**src/rtl/spi_mem_arbiter.sv**
```systemverilog
// Round-robin arbiter that lets NUM_REQ requesters share one start/done SPI memory port.
// Handshake: a requester holds req_valid (with stable req_* fields until granted) and is released by a one-cycle req_ack carrying rsp_rdata/rsp_err; the memory side gets a one-cycle mem_start and answers with a one-cycle mem_done.
module spi_mem_arbiter #(
    parameter int NUM_REQ     = 4,
    parameter int TIMEOUT_CYC = 1024
) (
    input  logic                 clk,
    input  logic                 rst,
    input  logic [NUM_REQ-1:0]   req_valid,
    input  logic [NUM_REQ-1:0]   req_wr,
    input  logic [8*NUM_REQ-1:0] req_addr,
    input  logic [8*NUM_REQ-1:0] req_wdata,
    output logic [NUM_REQ-1:0]   req_ack,
    output logic [7:0]           rsp_rdata,
    output logic                 rsp_err,
    output logic                 mem_start,
    output logic [7:0]           mem_addr,
    output logic [7:0]           mem_wdata,
    output logic                 mem_wr,
    input  logic [7:0]           mem_rdata,
    input  logic                 mem_done,
    input  logic                 mem_err,
    output logic                 busy,
    output logic [7:0]           timeout_cnt
);

    localparam int IDX_W = (NUM_REQ > 1) ? $clog2(NUM_REQ) : 1;
    localparam int CNT_W = $clog2(TIMEOUT_CYC);

    typedef enum logic [1:0] {
        IDLE  = 2'd0,
        ISSUE = 2'd1,
        WAIT  = 2'd2,
        RESP  = 2'd3
    } state_t;

    state_t             state;
    state_t             state_nxt;
    logic [IDX_W-1:0]   ptr;
    logic [IDX_W-1:0]   sel;
    logic [IDX_W-1:0]   pick_idx;
    logic               pick_vld;
    logic [CNT_W-1:0]   wait_cnt;
    logic               timeout_hit;

    // Search starts one past the last winner, so the last winner has lowest priority.
    always_comb begin
        int j;
        pick_vld = 1'b0;
        pick_idx = ptr;
        j        = 0;
        for (int k = 1; k <= NUM_REQ; k++) begin
            j = int'(ptr) + k;
            if (j >= NUM_REQ) begin
                j = j - NUM_REQ;
            end
            if (!pick_vld && req_valid[j]) begin
                pick_vld = 1'b1;
                pick_idx = IDX_W'(j);
            end
        end
    end

    assign timeout_hit = (wait_cnt == CNT_W'(TIMEOUT_CYC - 1));

    always_ff @(posedge clk or posedge rst) begin
        if (rst) begin
            state <= IDLE;
        end else begin
            state <= state_nxt;
        end
    end

    always_comb begin
        state_nxt = state;
        mem_start = 1'b0;
        busy      = 1'b1;
        req_ack   = '0;
        case (state)
            IDLE: begin
                busy = 1'b0;
                if (pick_vld) begin
                    state_nxt = ISSUE;
                end
            end
            ISSUE: begin
                mem_start = 1'b1;
                state_nxt = WAIT;
            end
            WAIT: begin
                if (mem_done || timeout_hit) begin
                    state_nxt = RESP;
                end
            end
            RESP: begin
                req_ack   = NUM_REQ'(1) << sel;
                state_nxt = IDLE;
            end
            default: begin
                state_nxt = IDLE;
            end
        endcase
    end

    always_ff @(posedge clk or posedge rst) begin
        if (rst) begin
            ptr         <= IDX_W'(NUM_REQ - 1);
            sel         <= '0;
            mem_addr    <= 8'h00;
            mem_wdata   <= 8'h00;
            mem_wr      <= 1'b0;
            wait_cnt    <= '0;
            rsp_rdata   <= 8'h00;
            rsp_err     <= 1'b0;
            timeout_cnt <= 8'h00;
        end else begin
            case (state)
                IDLE: begin
                    if (pick_vld) begin
                        sel       <= pick_idx;
                        ptr       <= pick_idx;
                        mem_addr  <= req_addr[8*pick_idx +: 8];
                        mem_wdata <= req_wdata[8*pick_idx +: 8];
                        mem_wr    <= req_wr[pick_idx];
                    end
                end
                ISSUE: begin
                    wait_cnt  <= '0;
                    rsp_rdata <= 8'h00;
                    rsp_err   <= 1'b0;
                end
                WAIT: begin
                    wait_cnt <= wait_cnt + CNT_W'(1);
                    // A completion in the timeout cycle still counts as a normal completion.
                    if (mem_done) begin
                        rsp_rdata <= mem_wr ? 8'h00 : mem_rdata;
                        rsp_err   <= mem_err;
                    end else if (timeout_hit) begin
                        rsp_rdata <= 8'h00;
                        rsp_err   <= 1'b1;
                        if (timeout_cnt != 8'hFF) begin
                            timeout_cnt <= timeout_cnt + 8'd1;
                        end
                    end
                end
                default: begin
                end
            endcase
        end
    end

endmodule
```
**config.mk**
```make
export PLATFORM = sky130hd
export DESIGN_NAME = spi_mem_arbiter
export DESIGN_NICKNAME = d
export VERILOG_FILES = /design/src/rtl/spi_mem_arbiter.sv
export SDC_FILE = /design/constraint.sdc
export NUM_CORES = 1
export LEC_CHECK = 0
export CAP_MARGIN = 20
export CORE_AREA = 5 5 87 89
export CTS_CLUSTER_SIZE = 14
export DETAILED_ROUTE_END_ITERATION = 10
export DIE_AREA = 0 0 92 94
export PLACE_DENSITY = 0.83
export SLEW_MARGIN = 30
export SYNTH_ARGS = -nofsm -noshare
export SYNTH_HDL_FRONTEND = slang
export SYNTH_SLANG_ARGS = --single-unit
export TNS_END_PERCENT = 100
```
**constraint.sdc**
```tcl
create_clock -name clk -period 2.65 [get_ports clk]
set_clock_uncertainty 0.2 [all_clocks]
set_input_delay 0.53 -clock clk [delete_from_list [all_inputs] [get_ports clk]]
set_output_delay 0.53 -clock clk [all_outputs]
set_load 0.01 [all_outputs]
```
# Yosys cells after proc, flatten, opt, wreduce, memory -nomap -nowiden
# Index checks and enable logic that the tools add are counted.
[word_totals]
ff_bits = 50
out_inout_bits = 40
wordCells = 94
[op_classes]
addsub = 10
order_cmp = 9
eq_ne = 8
n_shift = 3
mux = 40
bitwise_logic = 1
n_reduce_logical = 13
[ops]
columns = ["cell", "count"]
rows = [
  ["less-than comparator 32 x 4 -> 1 bit, second input constant", 4],
  ["two-way mux 32 bit", 4],
  ["variable part select 32 x 6 -> 8 bit", 2],
  ["two-way mux 8 bit", 3],
  ["one-hot mux 10 bit (2 select lines)", 1],
  ["two-way mux 1 bit", 17],
  ["one-hot mux 8 bit (2 select lines)", 1],
  ["two-way mux 2 bit", 6],
  ["subtractor 3 x 3 -> 4 bit, second input constant", 3],
  ["adder 10 x 1 -> 10 bit, second input constant", 1],
  ["binary-select mux 1 bit (select 2 bit)", 5],
  ["== test 10 bit, second input constant", 1],
  ["greater-or-equal comparator 3 bit, second input constant", 3],
  ["adder 8 x 1 -> 8 bit, second input constant", 1],
  ["!= test 8 bit, second input constant", 1],
  ["one-hot mux 2 bit (4 select lines)", 1],
  ["adder 2 x 2 -> 3 bit, second input constant", 2],
  ["AND reduction 2 bit", 3],
  ["subtractor 4 x 3 -> 5 bit, second input constant", 1],
  ["adder 2 x 3 -> 4 bit, second input constant", 1],
  ["== test 2 bit, second input constant", 2],
  ["greater-or-equal comparator 4 x 3 -> 1 bit, second input constant", 1],
  ["two-way mux 4 bit", 1],
  ["!= test 2 bit, second input constant", 2],
  ["13 further kinds", 17],
]

# Logic depth before layout (Yosys ltp)
# Gate-level depths: netlist of run 1.
[depth]
depth_word = 18
depth_mapped = 8
depth_no_buf = 6

# Worst setup path after synthesis of run 1
# OpenSTA, ideal clock, no wires.
[synth_timing]
path_type = "register to register"
start = "reg wait_cnt[0]"
end = "reg timeout_cnt[1]"
arrival_time_ps = 1635
required_time_ps = 2325
slack_ps = 690
path_stages_with_launch = 6
period_less_slack_ps = 1960
path_cell_list = "dfrtp_1 -> ha_1 -> nand3_1 -> nor4_4 -> nor3b_4 -> mux2_2"
[synth_via]
elab_chain_cells = 2
[synth_lines]
columns = ["element", "line", "text"]
rows = [
  ["start: declaration", "43", "logic [CNT_W-1:0] wait_cnt;"],
  ["start signal: assignment", "133", "wait_cnt <= wait_cnt + CNT_W'(1);"],
  ["== test 10 bit", "64", "assign timeout_hit = (wait_cnt == CNT_W'(TIMEOUT_CYC - 1));"],
  ["AND reduction 4 bit (no source line)", "--", ""],
  ["end signal: assignment", "142", "timeout_cnt <= timeout_cnt + 8'd1;"],
  ["end: declaration", "24", "output logic [7:0] timeout_cnt"],
]
# No other way between the ends.
# A chain may end at the register's enable or synchronous reset.

# Final worst setup path of run 1
[layout_timing]
start = "reg state[0]"
end = "out req_ack[0]"
[layout_via]
elab_chain_cells = 2
[layout_lines]
columns = ["element", "line", "text"]
rows = [
  ["start: declaration", "37", "state_t state;"],
  ["start signal: assignment", "70", "state <= state_nxt;"],
  ["== test 2 bit", "79", "case (state)"],
  ["two-way mux 4 bit", "79", ""],
  ["end: declaration", "13", "output logic [NUM_REQ-1:0] req_ack,"],
]
# No other way between the ends.

==> flow_summary.yaml, run 1 <==
placement:
  dp.cells: 458
  place_area_um2: 4080
  port_buffers: 123
  dpl.hpwl_um: 5810
  place_ws_ns: 0.0416
  gp_congestion: 0.794
power_and_ir_drop:
  power_mw: 3.79
  p_per_area_nw_per_um2: 906
  power.leakage_nw: 1.85
  irDropWorstVdd_mv: 0.530
detailed_routing:
  vias_per_cell: 5.31
  wl_per_cell_um: 16.0
  drcViolationCount: 0
  antenna_left: 0
  dr.pass1.iters: 4
  drt-total-wl_um: 7470
  drt-initial-drc-count: 145
  vias: 2475
worst_setup_path:
  ff2ff_setup_slack_ns: 0.43
  crit_slowest_cell: "clkdlybuf4s50_1"
  r2r_end: "timeout_cnt[1]$_DFFE_PP0P_"
  worstSetupPathType: "flop to output pin"
  regToRegStartpoint: "wait_cnt[0]$_DFFE_PP0P_"
  critPathMaxFanout: 4
  rr_worst_depth: 5
  crit_chain: "ha_1 > nor3b_1 > clkdlybuf4s50_1"
  max_stage_delay_ns: 0.57
  worst-endpoint-arrival_ns: 1.74
  required_ns: 1.92
  crit_path_end_kind: "output pin"
  endpoint: "req_ack[0]"
  startpoint_type: "flop"
  cp-startpoint: "state[0]$_DFFE_PP0P_"
finish:
  area_growth_pct: 54.8
  antenna_cells: 0
  layout-drive-gt1-share_pct: 6.48
  postLayoutCoreUtil_pct: 62.6
  finalNonFillerCells: 466
  fin_nets: 475
  final_cell_area_um2: 4180
sta:
  fin_crit_sh_pct: 93.2
  tightest_slew_ns: 0.566
  tns_ns: 0
  setup_ws_ns: 0.179
  grt_setup_unrepaired: "no"
  setup_viol: 0
  slew_headroom_pct: 62.1
  holdWs_ns: 0.298
  clock.fmax_mhz: 405
  hold_viol: 0
  period_needed_ns: 2.47
  drv_slew: 0
global_route:
  grt_pass1_vias: 2526
  grt_usage_pct: 17.2
  grt_start_max_net_pins: 51
  grt_pass1_wl_um: 12000
  overflow: 0
  antenna_found_initial: 0
clock_network:
  cts_tree: "done"
  cts_root_buf: "clkbuf_8"
  cts_buffers: 5
  clk_pin_slew_worst_paths_ns: 0.09
  clockBufferDepth: 2
  numClockSinks: 50
  hold_buffers: 0
  htree_levels: 2
  cts_resized: 0
  worst_skew_pair.late_latency_ns: 0.31
  postCtsSetupRepairBufs: 0
die:
  die_h_um: 94
  fp-row-count: 30
  coreArea_um2: 6680
  die-area_um2: 8650
  start_util_pct: 40.4
  ios: 124
  die_w_um: 92
synth:
  syn_inst: 259
  synthArstFlopShare_pct: 100
  synth_seq_area_share_pct: 46.4
  synth.top_cell.area_share_pct: 44.5
  syn_area_per_cell_um2: 10.4
  syn_nets: 349
  synthFlopType: "dfrtp_1"
  yosys_warnings: 0
  synth_edf_count: 0
  synth-seq-cells: 50
  synth_area_leaders: "dfrtp_1 (44%), mux2i_1 (13%), o221ai_1 (5.5%), nand2_1 (4.2%), ha_1 (2.8%)"
  synth_cell_types: 38
  syn-cell-area_um2: 2700
  yosys.area.top_type: "dfrtp_1"
worst_hold_path:
  hp-class: "flop to flop"
run:
  drv_cap: 0
outcome:
  outcome: "finished, final reports clean"
## worst min-delay path by stage
stage / startpoint / endpoint / slack, ns / cells past startpoint
4_1_cts: timeout_cnt[5]$_DFFE_PP0P_ / timeout_cnt[5]$_DFFE_PP0P_ / 0.30 / 1
6_report: mem_addr[0]$_DFFE_PP0P_ / mem_addr[0]$_DFFE_PP0P_ / 0.30 / 2
5_1_grt: timeout_cnt[5]$_DFFE_PP0P_ / timeout_cnt[5]$_DFFE_PP0P_ / 0.33 / 1
3_3_place_gp: mem_addr[5]$_DFFE_PP0P_ / mem_addr[5]$_DFFE_PP0P_ / 0.27 / 2
3_5_place_dp: mem_wdata[0]$_DFFE_PP0P_ / mem_wdata[0]$_DFFE_PP0P_ / 0.28 / 2
2_1_floorplan: ptr[1]$_DFFE_PP1P_ / ptr[1]$_DFFE_PP1P_ / 0.26 / 2
## cell usage after synthesis (2+ instances only)
| library cell | instances |
|---|---|
| o221ai_1 | 17 |
| a22o_1 | 8 |
| dfrtp_1 | 48 |
| mux2i_1 | 35 |
| nand2b_1 | 6 |
| o21ai_0 | 9 |
| nand4_1 | 4 |
| mux2_2 | 2 |
| o21a_1 | 2 |
| clkbuf_1 | 3 |
| o22ai_1 | 4 |
| xor2_1 | 3 |
| nor3_1 | 2 |
| buf_6 | 3 |
| a21oi_1 | 7 |
| dfstp_2 | 2 |
| inv_1 | 14 |
| nand3_1 | 7 |
| xnor2_1 | 6 |
| buf_2 | 5 |
| nand2_1 | 30 |
| a221oi_1 | 2 |
| and4_1 | 3 |
| nor2_1 | 14 |
| and3_1 | 4 |
| nor3b_1 | 2 |
| ha_1 | 6 |
## state kept, by name (all words and copies together) (netlist names)
register,count
state,2
mem_wdata,8
rsp_rdata,8
mem_wr,1
timeout_cnt,8
mem_addr,8
rsp_err,1
wait_cnt,10
ptr,2
sel,2
## layout make-up
type / count / area, um^2
Clock buffer: 6 / 82.6
Clock inverter: 2 / 16.3
Fill cell: 542 / 2500
Inverter: 14 / 52.6
Multi-Input combinational cell: 183 / 1340
Sequential cell: 50 / 1250
Tap cell: 80 / 100
Timing Repair Buffer: 131 / 1340
## routing by layer
metal / global-route usage, % / part of all wire, % / wire [um] / vias to the layer above
met4: 5.45 / 2.4 / 176 / 0
met1: 19.8 / 39 / 2940 / 1185
li1: - / - / - / 1192
met2: 30.5 / 51 / 3840 / 81
met5: 0 / 0 / 0 / -
met3: 5.05 / 7.0 / 521 / 17
## power breakdown
group / total [mW] / switching (mW) / internal, mW
Clock: 0.476 / 0.261 / 0.215
Combinational: 2.08 / 0.986 / 1.10
Sequential: 1.23 / 0.192 / 1.04
Total: 3.79 / 1.44 / 2.35
## critical path, delay by kind of cell, from the launching register on
kind	cells	cell delay (ns)
simple gates	1	0.20
buf+inv	1	0.57
flops	1	0.42
fa+ha+maj	1	0.25
## placed cells by master, fill, tap and decap left out, types with 7 or more instances in the layout
cell / n
a22o_1: 8
inv_1: 13
o221ai_1: 17
nand3_1: 7
clkdlybuf4s50_1: 123
nor2_1: 14
nand2_1: 30
dfrtp_1: 48
a21oi_1: 7
mux2i_1: 35
o21ai_0: 9
## kinds of logic (layout without fill, tap and decap cells)
group                      after synthesis  count (layout)  synth area share (%)
and+or+nand+nor                         80              80                  15.5
DFF                                     50              50                  46.4
buffers and inverters                   26             153                  4.82
AOI/OAI and AO/OA                       51              51                  13.8
muxes                                   37              37                  13.8
adders and majority gates                6               6                  2.78
xor gates and xnor gates                 9               9                  2.92
Power figures use the tool's default switching activity.
==> run 2, diff against run 1 <==
Settings changed: CORE_AREA 5 5 87 89 to 5 5 84 86, DIE_AREA 0 0 92 94 to 0 0 89 91, PLACE_DENSITY 0.83 to 0.88, SKIP_LAST_GASP set to 1.
Clock period 2.65 ns to 3 ns, I/O delays scaled along.
==> run 2 against run 1 <==
  * Flip-flop and latch count unchanged
  * Via count is essentially flat
  * First-iteration DRC count shrank 33%
  * Critical path depth is the same
  * Combinational power is 15% lower
  * Final area shrank 0.12%
  * Sequential share of layout area about the same
  * Register-to-register slack improved by 0.37 ns
  * Largest power group unchanged
  * Non-clock buffer count is 2 lower
  * Wire length up 0.92%
==> flow_summary.yaml, run 2 (same netlist as run 1, synthesis figures left out) <==
power_and_ir_drop:
  switchingPower_mw: 1.24
  irDropWorstVdd_mv: 0.489
  pwr-share-clk_pct: 16.3
  p_per_area_nw_per_um2: 819
  pwr-share-comb_pct: 51.8
  power.leakage_nw: 1.84
  switching_share_pct: 36.4
  internal-power_mw: 2.17
  p_seq_share_pct: 32.0
  power_mw: 3.42
clock_network:
  cts_root_buf: "clkbuf_8"
  clk_pin_slew_worst_paths_ns: 0.09
  htree_levels: 2
  clockBufferDepth: 2
  cts_resized: 0
  worst_skew_pair.late_latency_ns: 0.30
  cts_buffers: 5
  hold_buffers: 0
  cts_tree: "done"
  postCtsSetupRepairBufs: 0
  numClockSinks: 50
global_route:
  overflow: 0
  grt_start_max_net_pins: 29
  grt_pass1_wl_um: 12200
  grt_pass1_vias: 2659
  grt_usage_pct: 18.7
  antenna_found_initial: 0
detailed_routing:
  wl_per_cell_um: 16.4
  vias_per_cell: 5.37
  antenna_left: 0
  drcViolationCount: 0
  vias: 2476
  dr.pass1.iters: 4
  drt-total-wl_um: 7540
  drt-initial-drc-count: 97
finish:
  area_growth_pct: 54.6
  regMostFlops: "wait_cnt"
  largest_reg_flops: 10
  mostFrequentLayoutCell: "clkdlybuf4s50_1"
  antenna_cells: 0
  layout_common_cells: "clkdlybuf4s50_1 (123), dfrtp_1 (48), mux2i_1 (35)"
  filler_cell_count: 466
  regArea_um2: 1250
  multi_input_area_um2: 1340
  final_cell_area_um2: 4180
  fin_nets: 473
  layout-drive-gt1-share_pct: 5.99
worst_setup_path:
  required_ns: 2.20
  worst-endpoint-arrival_ns: 1.72
  regToRegStartpoint: "ptr[0]$_DFFE_PP1P_"
  startpoint_type: "flop"
  critPathMaxFanout: 4
  worstSetupPathType: "flop to output pin"
  cp-startpoint: "state[0]$_DFFE_PP0P_"
  crit_path_end_kind: "output pin"
sta:
  clock.fmax_mhz: 397
  setup_viol: 0
  period_needed_ns: 2.52
  tightest_slew_ns: 0.690
  slew_headroom_pct: 54.0
  grt_setup_unrepaired: "no"
  tns_ns: 0
  hold_viol: 0
  drv_slew: 0
  fin_crit_sh_pct: 84.0
die:
  start_util_pct: 43.5
  coreArea_um2: 6200
  die_h_um: 91
  fp-row-count: 29
  die_w_um: 89
  ios: 124
  die-area_um2: 8100
worst_hold_path:
  hold_path.startpoint: "mem_addr[2]$_DFFE_PP0P_"
  hp-class: "flop to flop"
placement:
  port_buffers: 123
  dpl.hpwl_um: 6010
  place_area_um2: 4040
  gp_congestion: 0.769
outcome:
  outcome: "finished, final reports clean"
run:
  drv_cap: 0
run 2: cell types whose count changed in the layout (fill, tap and decap cells not counted):
cell / change
bufinv_16: +2
clkinv_4: +1
clkbuf_8: -1
clkinvlp_4: -1
buf_12: -2
inv_6: -1
run 2: metrics by stage:
| step | hold WS (ns) | util, % | setup slack [ns] | std cells |
|---|---|---|---|---|
| after floorplan | 0.259 | - | 1.00 | 259 |
| after global placement | 0.269 | 65.1 | 0.426 | 453 |
| final | 0.303 | 67.3 | 0.481 | 461 |
| after detailed placement | 0.282 | 65.1 | 0.292 | 453 |
| after CTS | 0.304 | 67.3 | 0.451 | 461 |
| after global routing | 0.326 | 67.3 | 0.364 | 461 |
run 2: critical path, cell delays in order (launching register included):
cell,delay [ns]
dfrtp_1,0.42
ha_1,0.24
nor3b_1,0.20
clkdlybuf4s50_1,0.56
run 2: metal layers:
layer  up-vias  track usage (%)  wire (um)
met5         -                0          0
met4         0             4.22        125
met3        12             5.25        540
met2        83             33.5       3940
met1      1198             21.8       2930
li1       1183                -          -
run 2: final timing paths:
check	end	cells past startpoint	slack (ns)
setup / recovery	req_ack[0]	3	0.48
hold / removal	mem_addr[2]$_DFFE_PP0P_	2	0.30
setup reg to reg	mem_addr[3]$_DFFE_PP0P_	6	0.80
hold reg to reg	mem_addr[2]$_DFFE_PP0P_	2	0.30
max in group asynchronous	state[0]$_DFFE_PP0P_	3	1.64
min in group asynchronous	mem_wr$_DFFE_PP0P_	2	0.44
run 2: power by group through the flow:
stage | Sequential (mW) | Clock [mW] | Combinational, mW
after floorplan | 1.14 | 0 | 0.973
after global placement | 1.08 | 0 | 1.73
after detailed placement | 1.09 | 0 | 1.79
after CTS | 1.09 | 0.570 | 1.79
after global routing | 1.12 | 0.592 | 1.93
final | 1.09 | 0.556 | 1.77
run 2: area by class of cell:
class / instances / share of cell area, %
Clock buffer: 5 / 1.65
Inverter: 14 / 1.26
Multi-Input combinational cell: 183 / 32.0
Timing Repair Buffer: 129 / 31.2
Sequential cell: 50 / 30.0
Clock inverter: 3 / 1.65
Tap cell: 77 / 2.31
==> run 3, diff against run 2 <==
Settings changed: CORE_AREA 5 5 84 86 to 5 5 87 89, DIE_AREA 0 0 89 91 to 0 0 92 94, PLACE_DENSITY 0.88 to 0.83.
Clock period 3 ns to 2.4 ns, I/O delays scaled along.
==> run 3 against run 2 <==
  * Sequential power up 25%
  * Register-to-register slack worse by 0.68 ns
  * Global-route usage down 0.85 points
  * First-iteration DRC count up 56%
  * Non-clock buffer count up 14
  * Clock-buffer cell count up 2
  * Final area up 3.4%
  * Die area up 6.8%
  * Sequential share of layout area down 0.97 points
  * Largest cell class is now buffers
  * Largest power group unchanged
==> flow_summary.yaml, run 3 (same netlist as run 1, synthesis figures left out) <==
worst_setup_path:
  worst-endpoint-arrival_ns: 1.64
  path_delay_family: "buffers and inverters"
  startpoint_type: "flop"
  critPathMaxFanout: 4
  max_stage_delay_ns: 0.58
  rr_worst_depth: 7
  regToRegStartpoint: "wait_cnt[0]$_DFFE_PP0P_"
  critPathBufInv: 2
  worstSetupPathType: "flop to output pin"
  ff2ff_setup_slack_ns: 0.12
  required_ns: 1.72
  crit_slowest_cell: "clkdlybuf4s50_1"
  crit_chain: "buf_4 > ha_1 > clkdlybuf4s50_1"
  r2r_end: "state[1]$_DFFE_PP0P_"
  crit_path_end_kind: "output pin"
detailed_routing:
  dr.pass1.iters: 4
  vias: 2558
  wl_per_cell_um: 16.7
  antenna_left: 0
  vias_per_cell: 5.35
  drcViolationCount: 0
  drt-total-wl_um: 7980
  drt-initial-drc-count: 151
sta:
  fin_crit_sh_pct: 96.7
  slew_headroom_pct: 53.7
  period_needed_ns: 2.32
  clock.fmax_mhz: 431
  setup_viol: 0
  tightest_slew_ns: 0.695
  tns_ns: 0
  hold_viol: 0
  drv_slew: 0
  holdWs_ns: 0.265
power_and_ir_drop:
  p_per_area_nw_per_um2: 1010
  irDropWorstVdd_mv: 0.597
  power.leakage_nw: 1.94
placement:
  port_buffers: 123
  dp.cells: 465
  gp_congestion: 0.837
  dpl.hpwl_um: 6130
finish:
  finalNonFillerCells: 478
  layout_common_cells: "clkdlybuf4s50_1 (121), dfrtp_1 (48), mux2i_1 (35)"
  mostFrequentLayoutCell: "clkdlybuf4s50_1"
  regMostFlops: "wait_cnt"
  fin_nets: 487
  layout-drive-gt1-share_pct: 9.80
  largest_reg_flops: 10
  postLayoutCoreUtil_pct: 64.6
  area_growth_pct: 59.8
  antenna_cells: 0
die:
  die-area_um2: 8650
  coreArea_um2: 6680
  die_h_um: 94
  ios: 124
  die_w_um: 92
  start_util_pct: 40.4
  fp-row-count: 30
clock_network:
  htree_levels: 2
  cts_tree: "done"
  worst_skew_pair.late_latency_ns: 0.30
  clk_pin_slew_worst_paths_ns: 0.09
  cts_root_buf: "clkbuf_8"
  numClockSinks: 50
  hold_buffers: 0
  clockBufferDepth: 2
  cts_buffers: 5
outcome:
  outcome: "finished, final reports clean"
global_route:
  grt_usage_pct: 17.8
  overflow: 0
  antenna_found_initial: 0
  grt_pass1_vias: 2674
  grt_start_max_net_pins: 37
  grt_pass1_wl_um: 12500
run:
  drv_cap: 0
worst_hold_path:
  hp-class: "primary input to async pin"
==> run 3: how the worst max path moves through the flow <==
| stage | from | end | slack (ns) | depth (start not counted) |
|---|---|---|---|---|
| after floorplan | wait_cnt[0]$_DFFE_PP0P_ | timeout_cnt[1]$_DFFE_PP0P_ | 0.44 | 5 |
| after global placement | req_valid[3] | mem_wr$_DFFE_PP0P_ | -0.08 | 7 |
| after detailed placement | req_valid[3] | mem_wr$_DFFE_PP0P_ | -0.15 | 7 |
| after CTS | state[0]$_DFFE_PP0P_ | busy | -0.004 | 4 |
| after global routing | wait_cnt[0]$_DFFE_PP0P_ | timeout_cnt[5]$_DFFE_PP0P_ | -0.004 | 6 |
| final | state[0]$_DFFE_PP0P_ | mem_start | 0.08 | 3 |
==> run 3: metal layers <==
layer,track usage (%),wire length [um],vias up
li1,-,-,1214
met1,20.0,3090,1226
met2,33.0,4210,108
met3,4.97,586,10
met4,4.83,93,0
met5,0,0,-
==> run 3: layout make-up <==
type | count | area [um^2]
fillers | 533 | 2360
repair buffers | 143 | 1450
multi-input cells | 183 | 1350
flip-flops and latches | 50 | 1250
well taps | 80 | 100
clock buffers | 7 | 86.3
inverters | 14 | 52.6
clock inverters | 1 | 30.0
==> run 3: repair_timing <==
item,in CTS,in global routing
setup endpoints to repair,1,5
gates resized for setup,1,4
pin swaps,0,2
buffers inserted,0,5
hold endpoints to repair,0,0
==> run 3: power breakdown <==
group          switching, mW  internal (mW)  leakage, nW
sequential             0.210           1.15        0.648
clock                  0.268          0.340       0.0585
combinational           1.12           1.29         1.23
total                   1.60           2.78         1.94
==> run 3: per-stage QoR <==
stage	setup WS (ns)	cell area [um^2]	power, mW
finish	0.0782	4320	4.37
global route	-0.00434	4320	4.67
CTS	-0.00444	4270	4.37
detailed placement	-0.150	4150	3.75
global placement	-0.0847	4150	3.67
floorplan	0.440	2700	2.64
==> run 3: worst register-to-register path, delay by kind of cell, from the launching register on <==
family | cells | cell delay, ns
AOI/OAI and AO/OA | 1 | 0.20
adders and majority gates | 1 | 0.23
buffers and inverters | 1 | 0.18
DFF | 1 | 0.40
muxes | 1 | 0.36
and+or+nand+nor | 3 | 0.60
